### config.mk
export PLATFORM = sky130hd
export DESIGN_NAME = phase_duration_counter
export DESIGN_NICKNAME = d
export VERILOG_FILES = /design/src/rtl/phase_duration_counter.sv
export SDC_FILE = /design/constraint.sdc
export NUM_CORES = 1
export LEC_CHECK = 0
export CAP_MARGIN = 20
export CORE_UTILIZATION = 46
export DETAILED_ROUTE_END_ITERATION = 6
export GPL_TIMING_DRIVEN = 0
export PLACE_DENSITY = 0.88
export SLEW_MARGIN = 10
export SYNTH_ARGS = -nofsm -noshare
export SYNTH_HDL_FRONTEND = slang
export SYNTH_SLANG_ARGS = --single-unit
export TNS_END_PERCENT = 100
### constraint.sdc
create_clock -name clk -period 6.59 [get_ports clk]
set_input_delay 0.9885 -clock clk [delete_from_list [all_inputs] [get_ports clk]]
set_output_delay 0.9885 -clock clk [all_outputs]
set_load 0.02 [all_outputs]
### src/rtl/phase_duration_counter.sv
// Per-phase countdown for the washer controller: loads the duration of each new
// phase on a state change, counts down while not paused, and pulses timeout on expiry.
module phase_duration_counter #(
  parameter int COUNT_WIDTH = 32
) (
  input  logic                   clk,
  input  logic                   rst,
  input  logic [2:0]             state_dc,
  input  logic [COUNT_WIDTH-1:0] filling_count_dc,
  input  logic [COUNT_WIDTH-1:0] washing_count_dc,
  input  logic [COUNT_WIDTH-1:0] rinsing_count_dc,
  input  logic [COUNT_WIDTH-1:0] spinning_count_dc,
  input  logic                   pause_dc,
  output logic                   timeout_dc,
  output logic                   running_dc,
  output logic [COUNT_WIDTH-1:0] remaining_dc
);

  typedef enum logic [1:0] {IDLE, RUN, PAUSED, EXPIRED} fsm_t;

  localparam logic [COUNT_WIDTH-1:0] ONE = COUNT_WIDTH'(1);

  fsm_t                   fsm_q, fsm_d;
  logic [2:0]             state_prev;
  logic [COUNT_WIDTH-1:0] rem_d, load_val;
  logic                   load_active, tmo_d, change;

  assign change = (state_dc != state_prev);

  // Duration lookup for the incoming phase; idle and invalid codes load zero.
  always_comb begin
    load_active = 1'b1;
    load_val    = '0;
    case (state_dc)
      3'b001:  load_val = filling_count_dc;
      3'b010:  load_val = washing_count_dc;
      3'b011:  load_val = rinsing_count_dc;
      3'b100:  load_val = spinning_count_dc;
      default: load_active = 1'b0;
    endcase
  end

  // A change always wins over pause/decrement, so a reload in the cycle the old
  // phase would hit zero suppresses that phase's timeout.
  always_comb begin
    fsm_d = fsm_q;
    rem_d = remaining_dc;
    tmo_d = 1'b0;
    if (change) begin
      rem_d = load_val;
      if (!load_active) begin
        fsm_d = IDLE;
      end else if (load_val == '0) begin
        fsm_d = EXPIRED;
        tmo_d = 1'b1;
      end else begin
        fsm_d = RUN;
      end
    end else begin
      case (fsm_q)
        RUN, PAUSED: begin
          if (pause_dc) begin
            fsm_d = PAUSED;
          end else begin
            rem_d = remaining_dc - ONE;
            if (remaining_dc == ONE) begin
              fsm_d = EXPIRED;
              tmo_d = 1'b1;
            end else begin
              fsm_d = RUN;
            end
          end
        end
        default: ;
      endcase
    end
  end

  always_ff @(posedge clk) begin
    if (rst) begin
      state_prev   <= 3'b000;
      fsm_q        <= IDLE;
      remaining_dc <= '0;
      running_dc   <= 1'b0;
      timeout_dc   <= 1'b0;
    end else begin
      state_prev   <= state_dc;
      fsm_q        <= fsm_d;
      remaining_dc <= rem_d;
      running_dc   <= (fsm_d == RUN);
      timeout_dc   <= tmo_d;
    end
  end

endmodule

==> impl_metrics.csv <==
group,metric,value,unit
clock_network,cts_buffer_depth,2,
critical_path,critPathBufInv,2,
floorplan,die_h,91.20,µm
clock_network,cts_buffers,5,
global_routing,overflow,0,
logic_synthesis,netlist_area,0.003660,mm²
power_and_ir_drop,vdd_drop_max,0.1236,mV
min_path,hold_path.class,"flop to flop",
final_layout,drive_above_1_share,0.06812,
logic_synthesis,async_flop_share,0,
critical_path,r2r-end,"remaining_dc[26]",
routing,dr.pass1.iters,5,
logic_synthesis,ys_warn_count,0,
final_layout,post_layout_nonfiller_instances,792,
sta,period_minus_slack,4133,ps
power_and_ir_drop,power,895.0,µW
logic_synthesis,synth_cells,517,
floorplan,row_count,32,
clock_network,cts-resized-gates,0,
critical_path,critPathArrivalTime,4340,ps
critical_path,cp_cell_sequence,"clkdlybuf4s50_1 > clkbuf_1 > nor2b_1 > a221oi_1 > o211a_1 > nand4b_1 > nor4b_1 > o2111ai_1 > and3_1",
clock_network,clk_pin_slew_worst_paths,90,ps
logic_synthesis,syn-num-nets,653,
critical_path,cp_top_family,"compound AO/OA/AOI/OAI gates",
critical_path,cp_slowest_cell,"a221oi_1",
clock_network,htree_num_levels,2,
final_layout,num_antenna_cells,0,
floorplan,io_pins,168,
logic_synthesis,avgSynthCellArea,7.079,µm²
logic_synthesis,ys_seq_area_frac,0.2133,
status,status,"complete, no violations",
sta,finalSetupViolCount,0,
critical_path,crit_type,"input port to flop",
global_routing,grt_pass1_wl,25880,µm
critical_path,crit_path_start,"state_dc[2]",
clock_network,root_buffer,"clkbuf_8",
sta,slew_violations,0,
floorplan,dieArea,0.008317,mm²
power_and_ir_drop,p_leak,0.001965,µW
place,dp_hpwl,13240,µm
run,drv_cap,0,
sta,whs,512.8,ps
power_and_ir_drop,p_per_area,162.1,mW/mm²
sta,rsz0062_at_grt,"no",
routing,avgRoutedWirePerCell,21.26,µm
sta,slew_headroom,0.3158,
min_path,worstHoldPathCells,2,
sta,timing.final.crit_share,0.6272,
critical_path,crit_path_start_kind,"input port",
routing,viasPerCell,6.583,
clock_network,hold_buffers,0,
clock_network,post-cts-setup-buffer-count,0,
routing,drc_errors,0,
final_layout,syn2layout_area_growth,50.91,%
critical_path,endpoint_kind,"flop",
critical_path,worst-r2r-setup-slack,3990,ps
critical_path,cp_max_fo,10,
critical_path,worstPathRequired,6790,ps
logic_synthesis,synth-main-ff-cell,"dfxtp_1",
critical_path,reg2regPathDepth,6,
critical_path,crit-reg2reg-launch,"remaining_dc[6]",
global_routing,grt_pass1_vias,5026,
global_routing,grt_usage,0.3985,
critical_path,critPathCapture,"running_dc",
logic_synthesis,synth_edf_count,0,
clock_network,clock_latency,300,ps
routing,vias,5214,
sta,fin_worst_skew,7.844,ps
floorplan,placeableCoreArea,0.007727,mm²
floorplan,initial_core_util,0.4736,
critical_path,cpPeakStageDelay,900,ps
floorplan,die_w,91.20,µm
routing,drtIter0Drc,608,
clock_network,tritoncts,"done",
sta,worst_pin_slew,1026,ps
clock_network,cts.sinks,39,
logic_synthesis,synth-seq-cells,39,
logic_synthesis,ys_types,64,
critical_path,cp.depth,9,
routing,totalWireLength,16840,µm
sta,report.final.hold_viol_count,0,
global_routing,grt_max_degree,14,
global_routing,antenna_found_initial,0,
place,portBuffers,164,
routing,antenna_left,0,
sta,clock.fmax,0.2419,GHz
sta,fin_tns_setup,0,ps
place,placedCellCount,783,
final_layout,layout.nets,825,
place,routabilityCongestion,0.9651,
==> cell usage after synthesis, types with 6 or more instances <==
library cell	number	share of area
nor2b_1	9	0.015
mux2i_1	15	0.041
a32oi_1	6	0.014
a22oi_1	18	0.037
a21oi_1	58	0.079
nand2_1	23	0.024
dfxtp_1	39	0.21
nor4_1	16	0.027
nor3_1	23	0.031
buf_2	10	0.014
or2_2	6	0.010
mux2_2	15	0.046
inv_1	11	0.011
nand3_1	13	0.018
o22ai_1	8	0.014
nand3b_1	16	0.033
o21ai_0	25	0.034
clkbuf_1	26	0.027
a211oi_1	8	0.016
nor2_1	70	0.072
xnor2_1	6	0.014
or3_1	6	0.010
==> area by class of cell <==
type	count	area, µm²
buffer	41	173.9
inverter	11	41.29
clock inverter	3	20.02
fill	658	2205
timing repair buffer	165	1647
sequential	39	780.7
tap	102	127.6
clock buffer	5	68.82
multi-input combinational	426	2664
==> where the power goes <==
part	switching, µW	internal, µW
sequential	20.9	251
clock	95.0	73.8
combinational	242	213
==> kinds of logic after synthesis <==
kind of cell,count (synthesis),synth area share
AOI/OAI and AO/OA,172,0.3060
adders and majority gates,2,0.006837
DFF,39,0.2133
xor gates and xnor gates,11,0.02632
and+or+nand+nor,211,0.3015
buffers and inverters,52,0.05880
muxes,30,0.08718
==> worst min-delay path by stage <==
stage                                   to  slack [ps]              from
after floorplan            remaining_dc[7]         540   remaining_dc[7]
after detailed placement   remaining_dc[7]         500   remaining_dc[7]
final                      remaining_dc[7]         510   remaining_dc[7]
after global placement    remaining_dc[26]         490  remaining_dc[26]
after CTS                  remaining_dc[7]         510   remaining_dc[7]
after global routing       remaining_dc[7]         540   remaining_dc[7]
==> through the flow <==
stage	util	worst slack (ps)	cell area, µm²
6_report	0.7147	2457	5523
4_1_cts	0.7141	2731	5518
3_5_place_dp	0.7026	2400	5429
2_1_floorplan	-	3698	3660
5_1_grt	0.7147	2486	5523
3_3_place_gp	0.7026	2404	5429
==> registers in the layout, summed over array words and instances (netlist names) <==
register	count
fsm_q	2
remaining_dc	32
running_dc	1
state_prev	3
timeout_dc	1
==> worst min-delay path, cell delays in order, from the launching register on <==
cell and delay, ps:
dfxtp_1 360, inv_1 60, a21oi_1 50
==> routing by layer <==
layer,GRT usage,routed length [µm],vias up
met5,0,0,-
met4,0.2037,840,0
met3,0.1022,1986,89
met2,0.6370,7613,437
met1,0.4931,6400,2391
li1,-,-,2297
==> cells in the final DEF (no fill, tap or decap), types with 6 or more instances in the layout <==
cell type	instances
xnor2_1	6
buf_2	11
a21oi_1	58
nand2_1	23
o21ai_0	25
nand3b_1	16
or2_2	6
or3_1	6
nor2b_1	9
nor4_1	16
nand3_1	13
a22oi_1	18
nor2_1	70
a32oi_1	6
mux2i_1	15
clkdlybuf4s50_1	164
a211oi_1	8
o22ai_1	8
dfxtp_1	39
clkbuf_1	26
nor3_1	23
mux2_2	15
inv_1	11
(Power assumes the default switching activity.)
